`src/rtl/sm83_oam_dma_arb.sv`:
```
// SM83 external bus arbiter with the OAM DMA sequencer behind the 0xFF46 source register.
// FSM advances only on t4 edges; all bus outputs are combinational from state and core inputs.
module sm83_oam_dma_arb #(
  parameter int          XFER_LEN = 160,
  parameter logic [15:0] DMA_REG  = 16'hFF46
) (
  input  logic        clk,
  input  logic        reset_n,
  input  logic        t1,
  input  logic        t2,
  input  logic        t3,
  input  logic        t4,
  input  logic        cpu_rd,
  input  logic        cpu_wr,
  input  logic [15:0] cpu_addr,
  input  logic [7:0]  cpu_dout,
  output logic [7:0]  cpu_din,
  output logic [15:0] ext_addr,
  output logic [7:0]  ext_dout,
  input  logic [7:0]  ext_din,
  output logic        ext_rd,
  output logic        ext_wr,
  output logic        io_rd,
  output logic        io_wr,
  input  logic [7:0]  io_din,
  output logic [7:0]  oam_addr,
  output logic [7:0]  oam_wdata,
  output logic        oam_we,
  output logic        dma_active
);
  localparam logic [7:0] LAST_IDX = 8'(XFER_LEN - 1);

  typedef enum logic [1:0] {IDLE, START, XFER, RESTART} state_t;

  state_t     state_q, state_d;
  logic [7:0] src_q, src_d;
  logic [7:0] idx_q, idx_d;
  logic [7:0] src_eff;
  logic       dma_reg_wr, io_sel, xfer;

  // Only the M-cycle position strobe t4 matters; the other phases are informational.
  logic unused_phase;
  assign unused_phase = &{1'b0, t1, t2, t3};

  assign dma_reg_wr = cpu_wr && (cpu_addr == DMA_REG);
  assign io_sel     = (cpu_addr[15:8] == 8'hFF);
  assign xfer       = (state_q == XFER);
  // Sources in echo RAM / OAM / IO space fold back onto work RAM.
  assign src_eff    = (src_q >= 8'hE0) ? (src_q - 8'h20) : src_q;

  always_ff @(posedge clk or negedge reset_n) begin
    if (!reset_n) begin
      state_q <= IDLE;
      src_q   <= 8'hFF;
      idx_q   <= '0;
    end else begin
      state_q <= state_d;
      src_q   <= src_d;
      idx_q   <= idx_d;
    end
  end

  always_comb begin
    state_d = state_q;
    src_d   = src_q;
    idx_d   = idx_q;
    if (t4) begin
      if (dma_reg_wr) begin
        src_d   = cpu_dout;
        idx_d   = '0;
        state_d = (state_q == IDLE) ? START : RESTART;
      end else begin
        case (state_q)
          START, RESTART: begin
            state_d = XFER;
            idx_d   = '0;
          end
          XFER: begin
            if (idx_q == LAST_IDX) begin
              state_d = IDLE;
              idx_d   = '0;
            end else begin
              idx_d = idx_q + 8'd1;
            end
          end
          default: ;
        endcase
      end
    end
  end

  always_comb begin
    dma_active = (state_q == XFER) || (state_q == RESTART);
    ext_addr   = xfer ? {src_eff, idx_q} : cpu_addr;
    ext_dout   = cpu_dout;
    ext_rd     = 1'b0;
    ext_wr     = 1'b0;
    io_rd      = 1'b0;
    io_wr      = 1'b0;
    cpu_din    = 8'hFF;
    oam_addr   = idx_q;
    oam_wdata  = ext_din;
    oam_we     = xfer && t4;
    if (io_sel) begin
      io_rd   = cpu_rd;
      io_wr   = cpu_wr;
      cpu_din = (cpu_addr == DMA_REG) ? src_q : io_din;
    end else if (!dma_active) begin
      ext_rd  = cpu_rd;
      ext_wr  = cpu_wr;
      cpu_din = ext_din;
    end
    if (xfer) ext_rd = 1'b1;
    // Strobes must be quiet while reset is held, whatever the core is asserting.
    if (!reset_n) begin
      ext_rd = 1'b0;
      ext_wr = 1'b0;
      io_rd  = 1'b0;
      io_wr  = 1'b0;
      oam_we = 1'b0;
    end
  end
endmodule
```
`config.mk`:
```
export PLATFORM = sky130hd
export DESIGN_NAME = sm83_oam_dma_arb
export DESIGN_NICKNAME = d
export VERILOG_FILES = /design/src/rtl/sm83_oam_dma_arb.sv
export SDC_FILE = /design/constraint.sdc
export NUM_CORES = 1
export LEC_CHECK = 0
export ABC_CLOCK_PERIOD_IN_PS = 4000
export BUFFER_PORTS_ARGS = -buffer_cell sky130_fd_sc_hd__buf_2
export CAP_MARGIN = 30
export CORE_UTILIZATION = 46
export CTS_CLUSTER_SIZE = 24
export DETAILED_ROUTE_END_ITERATION = 16
export GPL_ROUTABILITY_DRIVEN = 0
export PLACE_DENSITY = 0.86
export SYNTH_ARGS = -nofsm -noshare
export SYNTH_HDL_FRONTEND = slang
export SYNTH_SLANG_ARGS = --single-unit
export TNS_END_PERCENT = 10
```
`constraint.sdc`:
```
create_clock -name clk -period 4 [get_ports clk]
set_input_delay 0 -clock clk [delete_from_list [all_inputs] [get_ports clk]]
set_output_delay 0 -clock clk [all_outputs]
set_load 0.03 [all_outputs]
```
== Word level (Yosys, flattened, before mapping) ==
Cells that the tools add are included.

* Register bits after elaboration: 18
* Bits of input ports: 48
* Output and inout port bits: 54
* Word-level logic and storage cells: 46

* Add/sub/neg operators: 2
* $lt $le $gt $ge: 1
* Eq/ne operators: 7
* Muxes and demuxes: 24
* Reductions and logical operators: 9

{| class="wikitable"
|+ Operator list
! cell !! count
|-
| $mux W8 || 6
|-
| $eq A16 B16 Y1 const B || 1
|-
| $eq A8 B8 Y1 const B || 2
|-
| $mux W16 || 1
|-
| $pmux W8 S2 || 1
|-
| $mux W1 || 12
|-
| $add A8 B1 Y8 const B || 1
|-
| $ge A8 B8 Y1 const B || 1
|-
| $sub A8 B6 Y8 const B || 1
|-
| $mux W2 || 3
|-
| $eq A2 B2 Y1 const B || 2
|-
| $pmux W2 S2 || 1
|-
| $reduce_and A2 Y1 || 2
|-
| $ne A3 B2 Y1 const B || 1
|-
| $reduce_and A3 Y1 || 1
|-
| $reduce_bool A3 Y1 || 1
|-
| $eq A2 B1 Y1 const B || 1
|-
| $logic_and A1 B1 Y1 || 2
|-
| $logic_not A2 Y1 || 1
|-
| $reduce_or A2 Y1 || 1
|-
| $logic_or A1 B1 Y1 || 1
|}

== Logic depth before layout (Yosys ltp) ==
* Depth after elaboration: 6
* Gate-level depth with buffers: 5
* Mapped depth without buffers: 5

== Least setup slack after synthesis ==
Ideal clock, no wire load.

* Path type: reg2out
* Start point: register src_q[5]
* End point: output ext_addr[14]
* Arrival: 1.663 ns
* Data required time: 4.000 ns
* Path slack: 2.337 ns
* Cell stages (with the launch flop): 6
* Path buffers: 0
* Cells stage by stage: dfstp_2 inv_1 ha_1 nand3_1 nand2_1 o21ai_0

* Longest elaborated chain between the ends: 3
* Elaborated cells between the ends (all ways): 4
* Those cells by class: add/sub (1); order compare (1); mux (2)

{| class="wikitable"
|+ RTL lines
! item !! RTL line !! source
|-
| start: declaration || 36 || <nowiki>logic [7:0] src_q, src_d;</nowiki>
|-
| start signal: assignment || 58 || <nowiki>src_q <= src_d;</nowiki>
|-
| $sub A8 B6 Y8 / $ge A8 B8 Y1 (equally long branches) || 49 || <nowiki>assign src_eff = (src_q >= 8'hE0) ? (src_q - 8'h20) : src_q;</nowiki>
|-
| $mux W8 * || 49 ||
|-
| $mux W16 * || 94 || <nowiki>ext_addr = xfer ? {src_eff, idx_q} : cpu_addr;</nowiki>
|-
| end: declaration || 18 || <nowiki>output logic [15:0] ext_addr,</nowiki>
|}

Every way passes the cells marked *; elsewhere a longest branch is shown, timed or not.

== Final worst setup path ==
* Start point: register state_q[1]
* End point: output oam_we

* Longest elaborated chain between the ends: 3

{| class="wikitable"
|+ RTL lines
! item !! RTL line !! source
|-
| start: declaration || 35 || <nowiki>state_t state_q, state_d;</nowiki>
|-
| start signal: assignment || 57 || <nowiki>state_q <= state_d;</nowiki>
|-
| $eq A2 B2 Y1 || 47 || <nowiki>assign xfer = (state_q == XFER);</nowiki>
|-
| $logic_and A1 B1 Y1 || 103 || <nowiki>oam_we = xfer && t4;</nowiki>
|-
| $mux W1 || 115 || <nowiki>if (!reset_n) begin</nowiki>
|-
| end: declaration || 28 || <nowiki>output logic oam_we,</nowiki>
|}

No other way between the ends.

==> flow_summary_export.csv <==
group,metric,value,unit
power_and_ir_drop,p_sw,0.0004616,W
finish,area_delta_synth_final,32.22,%
power_and_ir_drop,swShare,51.72,%
worst_setup_path,critPathCaptureType,"output pin",
power_and_ir_drop,p_int,0.0004309,W
route,drc,0,
synth,syn_nets,252,
synth,synth-seq-area-share,29.35,%
power_and_ir_drop,leakage,1.048,nW
global_routing,top_usage_layer,"met2",
place,dp_hpwl,3361,um
timing,fin_crit,2.318,ns
route,detail_route.vias_per_cell,5.353,
cts,cts_buffer_depth,2,
global_routing,grt_util_all_layers,25.29,%
die,row_count,20,
die,die_height,60.40,um
place,io_buffers,98,
worst_setup_path,crit_path_max_fanout,15,
synth,yosys_warnings,0,
timing,max_clock_freq,431.4,MHz
timing,period_share,57.96,%
power_and_ir_drop,powerDensity,430.2,nW/um2
cts,worstSkewPairLatency,0.29,ns
global_routing,grt_start_max_net_pins,26,
die,die-area,3648,um2
finish,fillerInstances,285,
worst_setup_path,rrSetupSlack,1.90,ns
timing,slew_viol_final,0,
cts,cts.reportedPaths.clkPinSlew,0.11,ns
worst_setup_path,critPathKind,"flip-flop to output pin",
cts,cts_tree,"built",
die,core,3153,um2
cts,htree_levels,1,
timing,worst_slew_pin_slew,1.024,ns
cts,cts_resized,0,
power_and_ir_drop,vdd_drop_max,0.3188,mV
cts,root_buffer,"clkbuf_4",
power_and_ir_drop,p_clk_share,12.9,%
timing,relSlewSlack,31.49,%
cts,numCtsBuffers,3,
cts,cts_setup_buffers,0,
route,drt-initial-drc-count,98,
die,die_x,60.40,um
timing,setup_viol,0,
worst_setup_path,critPathArrivalTime,2.32,ns
cts,clock_sinks,18,
finish,fin_nets,338,
timing,final_hold_viol_count,0,
finish,diodes,0,
worst_setup_path,required,4.00,ns
hold_path,hold_depth,3,
route,wl_per_cell,13.60,um
global_routing,grtUsageMet1,33.56,%
route,drt_first_pass_iters,4,
global_routing,antenna_found_initial,0,
global_routing,grt_pass1_wl,6879,um
route,vias,1772,
route,wl,4502,um
synth,synth_area_per_cell,7.767,um2
global_routing,overflow,0,
timing,rsz0062_at_grt,"no",
worst_setup_path,ff2ff_path_depth,4,
global_routing,grt_pass1_vias,1499,
finish,finalNonFillerCells,331,
die,initial_core_util,49.76,%
place,placed_cells,318,
global_routing,grt.met2_usage,42.07,%
timing,setup_tns,0,ns
power_and_ir_drop,p_comb_share,55.9,%
global_routing,use_met3,4.264,%
worst_setup_path,start_kind,"flip-flop",
finish,drive_gt1_share,43.55,%
synth,ys_seq_elements,18,
timing,clock_skew,0.004570,ns
hold_path,hp-class,"primary input to flip-flop",
power_and_ir_drop,pwr-share-seq,31.2,%
synth,synth_area,1569,um2
run_status,status,"complete, no violations",
route,antenna_left,0,
synth,yosys.cell_types.count,42,
synth,synth_cells,202,
die,num_io_pins,102,
run,max-cap-violations,0,
-- power by group through the flow --
| stage | Clock, W | Combinational (W) | Sequential (W) |
|---|---|---|---|
| floorplan | 0 | 0.000298 | 0.000327 |
| global placement | 0 | 0.000486 | 0.000278 |
| detailed placement | 0 | 0.000491 | 0.000280 |
| CTS | 0.000118 | 0.000499 | 0.000277 |
| global route | 0.000129 | 0.000544 | 0.000285 |
| finish | 0.000115 | 0.000499 | 0.000278 |
-- placed cells by master, fill, tap and decap left out, types with 2 or more instances in the layout --
master,instances
nand3_1,6
nand2_1,55
o211ai_1,8
dlygate4sd3_1,9
a21oi_1,4
clkbuf_4,3
mux2_4,5
nor3_1,14
nand4_1,2
dfstp_2,8
ha_1,2
a31oi_1,7
nor2_1,4
mux2_2,3
nand2b_1,2
xnor2_1,2
mux2i_1,2
o21ai_0,10
inv_1,9
and3_1,3
o2111ai_1,2
buf_2,98
dfrtp_1,10
-- worst max-delay path: stages (launching register included) --
cell     delay [ns]
dfrtp_1        0.64
inv_1          0.15
nor2_1         0.79
and3_1         0.25
buf_2          0.19
-- cells in the mapped netlist --
cell type	number	share of area (%)
and4bb_2	1	0.80
nand2_4	1	0.72
clkbuf_1	8	1.9
xor2_1	1	0.56
a21o_2	1	0.56
nor4_1	1	0.40
o211ai_1	8	3.8
and2_2	1	0.48
dfrtp_1	10	16
xnor2_1	2	1.1
o2111ai_1	2	1.1
and4_1	1	0.56
dfstp_2	8	13
nand3_1	6	1.9
mux2i_1	2	1.3
o221ai_1	1	0.56
buf_4	16	7.7
a21oi_1	4	1.3
o32ai_1	1	0.56
buf_6	1	0.72
nand2_1	55	13
o22ai_1	1	0.40
inv_1	9	2.2
a41oi_1	1	0.56
nand2b_1	2	0.80
and3_1	3	1.2
nor4b_4	1	1.5
and2_1	1	0.40
ha_1	2	1.6
nand4_1	2	0.80
buf_2	1	0.32
a21boi_0	1	0.48
o21a_1	1	0.48
mux2_4	5	4.8
nor4_4	1	1.4
nor2_1	4	0.96
or2_2	1	0.40
o21ai_0	10	3.2
nor3_1	14	4.5
mux2_2	3	2.2
nand4bb_1	1	0.72
a31oi_1	7	2.8
-- cell families (layout without fill, tap and decap cells) --
logic type	Yosys count	in the layout	share of synthesized area (%)
mux	10	10	8.213
simple gates	96	96	30.62
xor+xnor	3	3	1.675
buf+inv	35	120	12.76
fa+ha+maj	2	2	1.595
flops	18	18	29.35
compound gates	38	38	15.79
-- routing by layer --
metal  vias up  wire [um]
li1        862          -
met1       818       1922
met2        88       2201
met3         4        325
met4         0         53
met5         -          0
-- per-stage QoR --
step | area [um2] | utilization, % | hold slack [ns] | total power [W] | setup WS (ns)
floorplan | 1569 | - | -0.2956 | 0.0006254 | 2.337
global placement | 1948 | 61.79 | -0.03778 | 0.0007641 | 2.003
detailed placement | 1948 | 61.79 | -0.02662 | 0.0007712 | 1.981
CTS | 2074 | 65.79 | 0.04147 | 0.0008941 | 1.724
global route | 2074 | 65.79 | 0.05377 | 0.0009582 | 1.530
finish | 2074 | 65.79 | 0.05066 | 0.0008925 | 1.682
-- final timing paths --
| path | start | end |
|---|---|---|
| worst max-delay path | state_q[1]$_DFFE_PN0P_ | oam_we |
| worst min-delay path | t4 | state_q[0]$_DFFE_PN0P_ |
| worst max register to register | state_q[1]$_DFFE_PN0P_ | oam_addr[3]$_DFFE_PN0P_ |
| worst min register to register | oam_addr[0]$_DFFE_PN0P_ | oam_addr[0]$_DFFE_PN0P_ |
| max in group asynchronous | reset_n | src_q[0]$_DFFE_PN1P_ |
| min in group asynchronous | reset_n | oam_addr[4]$_DFFE_PN0P_ |
-- flip-flops by register name, indices dropped and copies added, names as in the netlist --
name / cells
src_q: 8
state_q: 2
oam_addr: 8
-- cell type report --
cell class	instances	area (um2)	share of cell area, %
Multi-Input combinational cell	149	908.4	43.79
Timing Repair Buffer	107	580.6	27.99
Sequential cell	18	460.4	22.20
Tap cell	44	55.05	2.654
Clock buffer	4	36.28	1.749
Inverter	9	33.78	1.628
-- repair_timing --
item / 4_1_cts / 5_1_grt
hold buffers: 9 / 0
setup endpoints to repair: 0 / 0
endpoints found under the hold margin: 26 / 0
(Power assumes the default switching activity.)
